[src/rtl/sdhci_obi_reg_bridge.sv]
// sdhci_obi_reg_bridge: OBI subordinate that converts one OBI transaction at a
// time into a single register access with a ready handshake toward the SDHCI
// register file. Out-of-window addresses and empty byte enables are answered
// locally without a register access.
// Optional feature: define SDHCI_OBI_BRIDGE_TIMEOUT_EN to abort register
// accesses that stall for TimeoutCycles cycles.

package sdhci_obi_pkg;

    typedef struct packed {
        logic [31:0] addr;
        logic        we;
        logic [3:0]  be;
        logic [31:0] wdata;
    } obi_a_chan_t;

    typedef struct packed {
        logic        req;
        obi_a_chan_t a;
    } obi_req_t;

    typedef struct packed {
        logic [31:0] rdata;
        logic        err;
    } obi_r_chan_t;

    typedef struct packed {
        logic        gnt;
        logic        rvalid;
        obi_r_chan_t r;
    } obi_rsp_t;

endpackage

module sdhci_obi_reg_bridge #(
    parameter type         obi_req_t     = sdhci_obi_pkg::obi_req_t,
    parameter type         obi_rsp_t     = sdhci_obi_pkg::obi_rsp_t,
    parameter int unsigned AddrWidth     = 8,
    parameter int unsigned TimeoutCycles = 255
) (
    input  logic                 clk_i,
    input  logic                 rst_i,
    input  obi_req_t             obi_req_i,
    output obi_rsp_t             obi_rsp_o,
    output logic                 reg_req_o,
    output logic [AddrWidth-1:0] reg_addr_o,
    output logic                 reg_we_o,
    output logic [3:0]           reg_be_o,
    output logic [31:0]          reg_wdata_o,
    input  logic                 reg_ready_i,
    input  logic [31:0]          reg_rdata_i,
    input  logic                 reg_error_i
);

    typedef enum logic [1:0] {
        ST_IDLE   = 2'b00,
        ST_ACCESS = 2'b01,
        ST_RESP   = 2'b10
    } state_e;

    state_e                 state_r;
    state_e                 state_s;

    logic                   gnt_s;
    logic                   out_of_win_s;
    logic                   timeout_s;
    logic                   load_rsp_s;
    logic [31:0]            rsp_rdata_s;
    logic                   rsp_err_s;
    logic                   unused_s;

    logic                   reg_req_r;
    logic [AddrWidth-1:2]   reg_addr_r;
    logic                   reg_we_r;
    logic [3:0]             reg_be_r;
    logic [31:0]            reg_wdata_r;
    logic                   rvalid_r;
    logic [31:0]            rdata_r;
    logic                   err_r;

    // Grant only in IDLE, and never while reset is held.
    assign gnt_s        = (state_r == ST_IDLE) && obi_req_i.req && !rst_i;
    assign out_of_win_s = |obi_req_i.a.addr[31:AddrWidth];

`ifdef SDHCI_OBI_BRIDGE_TIMEOUT_EN
    localparam int unsigned CntWidth =
        ($clog2(TimeoutCycles + 1) > 8) ? $clog2(TimeoutCycles + 1) : 8;
    // Abort is taken in the stalled cycle that would bring the count to the limit,
    // so reg_req_o is high for exactly TimeoutCycles cycles.
    localparam logic [CntWidth-1:0] CntLast = CntWidth'(TimeoutCycles - 1);

    logic [CntWidth-1:0] tmo_cnt_r;

    // Watchdog: zero outside ACCESS, counts ACCESS cycles without reg_ready_i.
    always_ff @(posedge clk_i or posedge rst_i) begin
        if (rst_i) begin
            tmo_cnt_r <= {CntWidth{1'b0}};
        end else if (state_r != ST_ACCESS) begin
            tmo_cnt_r <= {CntWidth{1'b0}};
        end else if (!reg_ready_i) begin
            tmo_cnt_r <= tmo_cnt_r + CntWidth'(1);
        end
    end

    assign timeout_s = (state_r == ST_ACCESS) && !reg_ready_i && (tmo_cnt_r == CntLast);
    assign unused_s  = ^obi_req_i.a.addr[1:0];
`else
    assign timeout_s = 1'b0;
    assign unused_s  = ^{obi_req_i.a.addr[1:0], 32'(TimeoutCycles)};
`endif

    // Next-state and response-result selection.
    always_comb begin
        state_s     = state_r;
        load_rsp_s  = 1'b0;
        rsp_rdata_s = 32'h0000_0000;
        rsp_err_s   = 1'b0;
        case (state_r)
            ST_IDLE: begin
                if (gnt_s) begin
                    if (out_of_win_s) begin
                        state_s    = ST_RESP;
                        load_rsp_s = 1'b1;
                        rsp_err_s  = 1'b1;
                    end else if (obi_req_i.a.be == 4'b0000) begin
                        state_s    = ST_RESP;
                        load_rsp_s = 1'b1;
                    end else begin
                        state_s = ST_ACCESS;
                    end
                end else begin
                    state_s = ST_IDLE;
                end
            end
            ST_ACCESS: begin
                if (reg_ready_i) begin
                    state_s     = ST_RESP;
                    load_rsp_s  = 1'b1;
                    rsp_rdata_s = reg_we_r ? 32'h0000_0000 : reg_rdata_i;
                    rsp_err_s   = reg_error_i;
                end else if (timeout_s) begin
                    state_s     = ST_RESP;
                    load_rsp_s  = 1'b1;
                    rsp_rdata_s = 32'hDEAD_BEEF;
                    rsp_err_s   = 1'b1;
                end else begin
                    state_s = ST_ACCESS;
                end
            end
            ST_RESP: begin
                state_s = ST_IDLE;
            end
            default: begin
                state_s = ST_IDLE;
            end
        endcase
    end

    // State register.
    always_ff @(posedge clk_i or posedge rst_i) begin
        if (rst_i) begin
            state_r <= ST_IDLE;
        end else begin
            state_r <= state_s;
        end
    end

    // Register-side request: fields latched at grant stay stable through ACCESS.
    always_ff @(posedge clk_i or posedge rst_i) begin
        if (rst_i) begin
            reg_req_r   <= 1'b0;
            reg_addr_r  <= {(AddrWidth-2){1'b0}};
            reg_we_r    <= 1'b0;
            reg_be_r    <= 4'b0000;
            reg_wdata_r <= 32'h0000_0000;
        end else begin
            reg_req_r <= (state_s == ST_ACCESS);
            if (gnt_s) begin
                reg_addr_r  <= obi_req_i.a.addr[AddrWidth-1:2];
                reg_we_r    <= obi_req_i.a.we;
                reg_be_r    <= obi_req_i.a.be;
                reg_wdata_r <= obi_req_i.a.wdata;
            end
        end
    end

    // OBI response beat: rvalid for the RESP cycle, rdata/err hold between beats.
    always_ff @(posedge clk_i or posedge rst_i) begin
        if (rst_i) begin
            rvalid_r <= 1'b0;
            rdata_r  <= 32'h0000_0000;
            err_r    <= 1'b0;
        end else begin
            rvalid_r <= (state_s == ST_RESP);
            if (load_rsp_s) begin
                rdata_r <= rsp_rdata_s;
                err_r   <= rsp_err_s;
            end
        end
    end

    // Pack the OBI response.
    always_comb begin
        obi_rsp_o         = '0;
        obi_rsp_o.gnt     = gnt_s;
        obi_rsp_o.rvalid  = rvalid_r;
        obi_rsp_o.r.rdata = rdata_r;
        obi_rsp_o.r.err   = err_r;
    end

    assign reg_req_o   = reg_req_r;
    assign reg_addr_o  = {reg_addr_r, 2'b00};
    assign reg_we_o    = reg_we_r;
    assign reg_be_o    = reg_be_r;
    assign reg_wdata_o = reg_wdata_r;

endmodule

[config.mk]
export PLATFORM = sky130hd
export DESIGN_NAME = sdhci_obi_reg_bridge
export DESIGN_NICKNAME = d
export VERILOG_FILES = /design/src/rtl/sdhci_obi_reg_bridge.sv
export SDC_FILE = /design/constraint.sdc
export NUM_CORES = 1
export LEC_CHECK = 0
export ABC_AREA = 1
export CORE_MARGIN = 1
export CORE_UTILIZATION = 35
export CTS_CLUSTER_DIAMETER = 60
export CTS_CLUSTER_SIZE = 12
export DETAILED_ROUTE_END_ITERATION = 10
export HOLD_SLACK_MARGIN = 0.06
export PLACE_DENSITY = 0.76
export SYNTH_ARGS = -nofsm -noshare
export SYNTH_HDL_FRONTEND = slang
export SYNTH_SLANG_ARGS = --single-unit
[constraint.sdc]
create_clock -name clk_i -period 2.72 [get_ports clk_i]
set_input_delay 0.68 -clock clk_i [delete_from_list [all_inputs] [get_ports clk_i]]
set_output_delay 0.68 -clock clk_i [all_outputs]
set_load 0.005 [all_outputs]
Word level (Yosys, flattened, before mapping)

Cells that the tools add are included.

Equality and inequality tests: 3
Multiplexer cells: 17
Reduce and logical (&&, ||, !) cells: 6

Operators by type and width:

| operator                                             | number |
|---|---|
| 2-to-1 mux 32 bit                                    | 3 |
| OR reduction 24 bit                                  | 1 |
| 2-to-1 mux 2 bit                                     | 4 |
| 2-to-1 mux 1 bit                                     | 7 |
| equality test 2 x 1 -> 1 bit (second input constant) | 2 |
| zero test 4 bit                                      | 1 |
| one-hot mux 1 bit (2 select lines)                   | 2 |
| one-hot mux 2 bit (2 select lines)                   | 1 |
| equality test 2 bit (second input constant)          | 1 |
| logical AND 1 bit                                    | 2 |
| zero test 2 bit                                      | 1 |
| zero test 1 bit                                      | 1 |

Register bits after elaboration: 80
Output and inout bits: 81
Logic and storage cells: 35

Logic depth before layout (Yosys ltp)

Gate-level depths: netlist (run 1).

Word-level depth: 6
Depth in mapped cells: 8

Worst setup path after synthesis (run 1)

OpenSTA, ideal clock, no wires.

Kind: input -> output
From: in obi_req_i[69] (netlist name)
To: out obi_rsp_o[34] (netlist name)
Arrival time: 1.274 ns
Setup slack: 0.766 ns
Stages on the path: 4
Buffers on the path: 2
Path through: nand2_1 > nor2_8 > buf_2 > buf_4

Cells in the longest elaborated chain, start to end: 2

RTL lines:

| what                           | RTL line | text |
|---|---|---|
| start, declared                | 43       | `input obi_req_t obi_req_i,` |
| logical AND 1 bit (2 in a row) | 82       | `assign gnt_s = (state_r == ST_IDLE) && obi_req_i.req && !rst_i;` |
| end, declared                  | 44       | `output obi_rsp_t obi_rsp_o,` |

Every way passes these cells.

==> impl_metrics.py, run 1 <==
metrics = {
    "status": {
        "outcome": "finished, final reports clean",
    },
    "timing": {
        "max-slew-margin-rel": 0.617,
        "finalHoldViolations": 0,
        "setup_slack_ns": 0.0885,
        "clock_skew_ns": 0.00842,
        "final_max_slew_viol_count": 0,
        "setup_viol": 0,
        "period_needed_ns": 2.63,
        "rsz0062_at_grt": "false",
        "tns_ns": 0,
        "slew_of_the_pin_with_the_lowest_slew_margin_ns": 0.573,
        "post_route_fraction_of_the_period_consumed_by_the_critical_path": 0.967,
        "timing.fmax_ghz": 0.380,
    },
    "hold_path": {
        "holdCritPathClass": "reg2reg",
        "hold-path-cell-count": 2,
        "hp-start": "reg_addr_r[5]$_DFFE_PP0N_",
        "worst_hold_path.endpoint": "reg_addr_r[5]$_DFFE_PP0N_",
    },
    "setup_path": {
        "critical_path_peak_fanout": 2,
        "worst_setup_path_end_kind": "output port",
        "start_kind": "primary input",
        "worst-endpoint-required_ns": 2.04,
        "worst-endpoint-arrival_ns": 1.95,
        "timing.reg2reg.setup_slack_ns": 0.92,
        "rr_endpoint": "reg_be_o[3]$_DFFE_PP0N_",
        "depth_of_the_worst_register_to_register_path": 8,
        "setup.worst_path.class": "in2out",
        "worst_r2r_startpoint": "state_r[0]$_DFF_PP0_",
    },
    "finish": {
        "post_route_core_utilization": 0.573,
        "final_common_cell": "nand2_1",
        "drive_above_1_share": 0.110,
        "insertedDiodeCount": 0,
        "layout_common_cells": "nand2_1 (196), clkdlybuf4s50_1 (182), dfrtp_1 (80), nand3_2 (28), nor2_1 (13)",
        "flow.area_growth_from_synthesis_pct": 59.5,
        "filler_cell_count": 883,
        "nets": 656,
    },
    "routing": {
        "drt-pass1-iter-count": 4,
        "wl_um": 8710,
        "initialDrtViolationCount": 72,
        "detailroute.via_count": 3027,
        "drtAntennaViolNets": 0,
        "route.detailed.drc": 0,
        "via_per_inst": 4.41,
        "wl_per_cell_um": 12.7,
    },
    "placed_design": {
        "dpl.hpwl_um": 6450,
        "globalplace.congestion": 0.729,
        "pre_cts_ws_ns": 0.0859,
        "place.port_buffers": 182,
    },
    "power_and_ir_drop": {
        "power_leakage_uw": 0.00265,
        "pwr_density_cell_mw_per_mm2": 503,
        "irDropWorstVdd_v": 0.000332,
    },
    "cts": {
        "cts.sinks": 80,
        "clkSlewWorstSetupHoldPaths_ns": 0.07,
        "number_of_buffers_created_by_cts": 9,
        "postCtsResizedCells": 0,
        "maximum_level_of_the_cts_h_tree": 3,
        "max-clock-path-buffers": 2,
        "tritoncts": "yes",
        "cts-hold-fix-buffers": 0,
        "clkLatencyLatePin_ns": 0.34,
        "post-cts-setup-buffer-count": 0,
        "clk_root_buffer_cell": "clkbuf_8",
    },
    "logic_synthesis": {
        "synth_seq_area_share": 0.573,
        "synth_area_leader_cell": "dfrtp_1",
        "synth.cell_area_mm2": 0.00349,
        "synth-seq-cells": 80,
        "ys.warnings.count": 0,
        "synth_cell_types": 22,
        "post_synthesis_instance_total": 372,
        "synth_top_area_share": 0.573,
        "synthTopCellsByArea": "dfrtp_1 (57%), nand2_1 (21%), nand3_2 (8.0%)",
        "mean_cell_area_of_the_mapped_netlist_um2": 9.39,
    },
    "global_route": {
        "antenna_found_initial": 0,
        "grt_util_all_layers": 0.179,
        "first_global_vias": 3106,
        "globalRoute.totalOverflow": 0,
        "grt_first_pass_wirelength_um": 14200,
        "grt_start_max_net_pins": 43,
        "top_usage_layer": "met2",
        "grt.met1_usage": 0.198,
        "met2_usage": 0.302,
        "use_met3": 0.0705,
    },
    "run": {
        "drv_cap": 0,
    },
    "floorplanning": {
        "core-area_mm2": 0.00973,
        "floorplan_die_area_mm2": 0.0104,
        "die_width_um": 102,
        "std_cell_rows": 36,
        "fp.dieH_um": 102,
        "io_pins": 187,
        "initial_core_util": 0.359,
    },
}
==> worst max-delay path, stage by stage <==
cell             delay [ns]
clkdlybuf4s50_1        0.54
nor2_8                 0.17
clkdlybuf4s50_1        0.57
==> power breakdown <==
group	leakage [uW]	internal, uW	switching (uW)
logic	0.00149	356	201
registers	0.00105	1290	57.6
clock network	0.000108	492	404
total	0.00265	2140	663
==> cells in the mapped netlist, drive strengths merged <==
| cell type | instances |
|---|---|
| inv | 9 |
| nand3 | 34 |
| a22oi | 1 |
| nand2 | 197 |
| nand4 | 2 |
| o21ai | 4 |
| conb | 1 |
| nor2 | 19 |
| o22ai | 2 |
| dfrtp | 80 |
| buf | 22 |
| clkbuf | 1 |
==> flip-flops by register name, summed over array words and instances (netlist names) <==
register / count
reg_addr_r: 6
reg_be_o: 4
rvalid_r: 1
state_r: 2
err_r: 1
rdata_r: 32
reg_we_o: 1
reg_req_o: 1
reg_wdata_o: 32
==> routing by layer <==
layer / share of wire / vias to the layer above
met1: 0.41 / 1393
li1: - / 1499
met3: 0.10 / 14
met4: 0.020 / 0
met2: 0.46 / 121
met5: 0 / -
==> metrics by stage <==
step / instance area, um2 / hold slack [ns] / power, uW / cells
after floorplan: 3500 / 0.465 / 1540 / 373
after global placement: 5370 / 0.453 / 1920 / 672
after detailed placement: 5370 / 0.458 / 1930 / 672
after CTS: 5570 / 0.476 / 2840 / 687
after global routing: 5570 / 0.501 / 2950 / 687
final: 5570 / 0.472 / 2800 / 687
==> layout make-up <==
class / instances / area [um2] / area share
tap: 133 / 166 / 0.0299
clock inverter: 3 / 40.0 / 0.00719
multi-input combinational: 261 / 1260 / 0.226
inverter: 9 / 37.5 / 0.00674
clock buffer: 12 / 165 / 0.0296
timing repair buffer: 189 / 1900 / 0.341
sequential: 80 / 2000 / 0.359
==> how the worst max path moves through the flow <==
stage	from	endpoint	slack [ns]	depth (start not counted)
floorplan	obi_req_i[69]	obi_rsp_o[34]	0.77	4
global placement	rst_i	obi_rsp_o[34]	0.08	3
detailed placement	rst_i	obi_rsp_o[34]	0.09	3
CTS	rst_i	obi_rsp_o[34]	0.07	3
global route	obi_req_i[69]	obi_rsp_o[34]	0.03	4
finish	rst_i	obi_rsp_o[34]	0.09	3
==> cell families (layout without fill, tap and decap cells) <==
family / Yosys count / in the layout / synth area share
compound gates: 7 / 7 / 0.0115
buf+inv: 32 / 213 / 0.0666
flops: 80 / 80 / 0.573
other cells: 1 / 2 / 0.00107
simple gates: 252 / 252 / 0.348
(Power assumes the default switching activity.)
==> run 2: changes to the inputs <==
--- a/config.mk
+++ b/config.mk
@@ -9,10 +9,11 @@
 export CORE_MARGIN = 1
 export CORE_UTILIZATION = 35
 export CTS_CLUSTER_DIAMETER = 60
-export CTS_CLUSTER_SIZE = 12
+export CTS_CLUSTER_SIZE = 8
 export DETAILED_ROUTE_END_ITERATION = 10
 export HOLD_SLACK_MARGIN = 0.06
-export PLACE_DENSITY = 0.76
+export PLACE_DENSITY = 0.88
 export SYNTH_ARGS = -nofsm -noshare
 export SYNTH_HDL_FRONTEND = slang
 export SYNTH_SLANG_ARGS = --single-unit
+export TNS_END_PERCENT = 1
==> impl_metrics.py, run 2 (same netlist as run 1, synthesis figures left out) <==
metrics = {
    "global_route": {
        "antenna_found_initial": 0,
        "grt_first_pass_wirelength_um": 14700,
        "globalRoute.totalOverflow": 0,
        "grt_start_max_net_pins": 43,
        "first_global_vias": 3220,
        "grt_util_all_layers": 0.183,
    },
    "finish": {
        "post_route_core_utilization": 0.571,
        "flow.area_growth_from_synthesis_pct": 59.2,
        "drive_above_1_share": 0.112,
        "nets": 656,
        "layout_common_cells": "nand2_1 (196), clkdlybuf4s50_1 (182), dfrtp_1 (80), nand3_2 (28), nor2_1 (13)",
        "filler_cell_count": 882,
        "insertedDiodeCount": 0,
        "final_common_cell": "nand2_1",
    },
    "floorplanning": {
        "die_width_um": 102,
        "std_cell_rows": 36,
        "fp.dieH_um": 102,
        "initial_core_util": 0.359,
        "io_pins": 187,
        "core-area_mm2": 0.00973,
        "floorplan_die_area_mm2": 0.0104,
    },
    "setup_path": {
        "setup.worst_path.class": "in2out",
        "critical_path_peak_fanout": 2,
        "worst-endpoint-arrival_ns": 1.94,
        "worst_setup_path_end_kind": "output port",
        "start_kind": "primary input",
        "worst-endpoint-required_ns": 2.04,
    },
    "power_and_ir_drop": {
        "p_comb_frac": 0.199,
        "clock_power_share": 0.316,
        "p_int_uw": 2090,
        "power_leakage_uw": 0.00263,
        "irDropWorstVdd_v": 0.000305,
        "swShare": 0.248,
        "pwr_density_cell_mw_per_mm2": 501,
        "switching_power_uw": 691,
        "seqPwrFrac": 0.485,
    },
    "routing": {
        "drtAntennaViolNets": 0,
        "route.detailed.drc": 0,
        "drt-pass1-iter-count": 4,
        "wl_um": 9210,
        "detailroute.via_count": 3098,
        "wl_per_cell_um": 13.4,
        "initialDrtViolationCount": 97,
        "via_per_inst": 4.50,
    },
    "cts": {
        "clkLatencyLatePin_ns": 0.34,
        "clk_root_buffer_cell": "clkbuf_8",
        "post-cts-setup-buffer-count": 0,
        "number_of_buffers_created_by_cts": 9,
        "tritoncts": "yes",
        "max-clock-path-buffers": 2,
        "cts-hold-fix-buffers": 0,
        "maximum_level_of_the_cts_h_tree": 3,
        "cts.sinks": 80,
        "postCtsResizedCells": 0,
        "clkSlewWorstSetupHoldPaths_ns": 0.08,
    },
    "timing": {
        "clock_skew_ns": 0.0140,
        "timing.fmax_ghz": 0.382,
        "period_needed_ns": 2.62,
        "setup_viol": 0,
        "rsz0062_at_grt": "false",
        "finalHoldViolations": 0,
        "tns_ns": 0,
        "max-slew-margin-rel": 0.644,
        "slew_of_the_pin_with_the_lowest_slew_margin_ns": 0.534,
        "post_route_fraction_of_the_period_consumed_by_the_critical_path": 0.962,
        "final_max_slew_viol_count": 0,
    },
    "placed_design": {
        "globalplace.congestion": 0.747,
        "place.port_buffers": 182,
        "dpl.hpwl_um": 7000,
    },
    "hold_path": {
        "holdCritPathClass": "reg2reg",
    },
    "status": {
        "outcome": "finished, final reports clean",
    },
    "run": {
        "drv_cap": 0,
    },
}
run 2: cell count changes in the layout (fill, tap and decap cells not counted), sizes merged:
cell and change:
clkinvlp +2, clkbuf -2, inv +1
run 2: final timing paths:
check                                            start                     endpoint  slack, ns  cells past startpoint
setup / recovery                                 rst_i                obi_rsp_o[34]       0.10                      3
setup reg to reg                  state_r[0]$_DFF_PP0_      reg_be_o[1]$_DFFE_PP0N_       0.86                      8
min in group asynchronous                        rst_i      rdata_r[31]$_DFFE_PP0P_       1.00                      3
hold / removal             reg_wdata_o[30]$_DFFE_PP0N_  reg_wdata_o[30]$_DFFE_PP0N_       0.48                      2
hold reg to reg            reg_wdata_o[30]$_DFFE_PP0N_  reg_wdata_o[30]$_DFFE_PP0N_       0.48                      2
max in group asynchronous                        rst_i    reg_addr_r[7]$_DFFE_PP0N_       1.35                      3
run 2: per-layer routing:
layer / track usage / vias up / wire length, um
li1: - / 1497 / -
met2: 0.330 / 124 / 4670
met3: 0.0609 / 13 / 750
met5: 0 / - / 0
met4: 0.0593 / 0 / 142
met1: 0.204 / 1464 / 3650
run 2: critical path: stages:
cell and delay [ns]:
clkdlybuf4s50_1 0.54, nor2_8 0.17, clkdlybuf4s50_1 0.54
run 2: cell type report:
type                    instances  area [um2]  share of cell area
flip-flops and latches         80        2000               0.360
repair buffers                189        1890               0.339
multi-input cells             261        1260               0.227
well taps                     133         166              0.0299
clock buffers                  10         138              0.0248
clock inverters                 6        67.6              0.0122
inverters                       9        37.5             0.00675
run 2: through the flow:
stage	cells	instance area (um2)	setup WS [ns]	hold slack [ns]	total power (uW)
2_1_floorplan	373	3500	0.766	0.465	1540
3_3_place_gp	672	5350	0.0879	0.452	1920
5_1_grt	688	5560	0.0558	0.497	2940
6_report	688	5560	0.103	0.476	2790
3_5_place_dp	672	5350	0.103	0.461	1930
4_1_cts	688	5560	0.0895	0.482	2830
run 2: power by group through the flow:
| stage | Clock [uW] | Sequential, uW | Combinational [uW] |
|---|---|---|---|
| after floorplan | 0 | 1380 | 166 |
| after global placement | 0 | 1370 | 548 |
| after detailed placement | 0 | 1370 | 560 |
| after CTS | 918 | 1350 | 562 |
| after global routing | 972 | 1360 | 606 |
| final | 881 | 1350 | 553 |
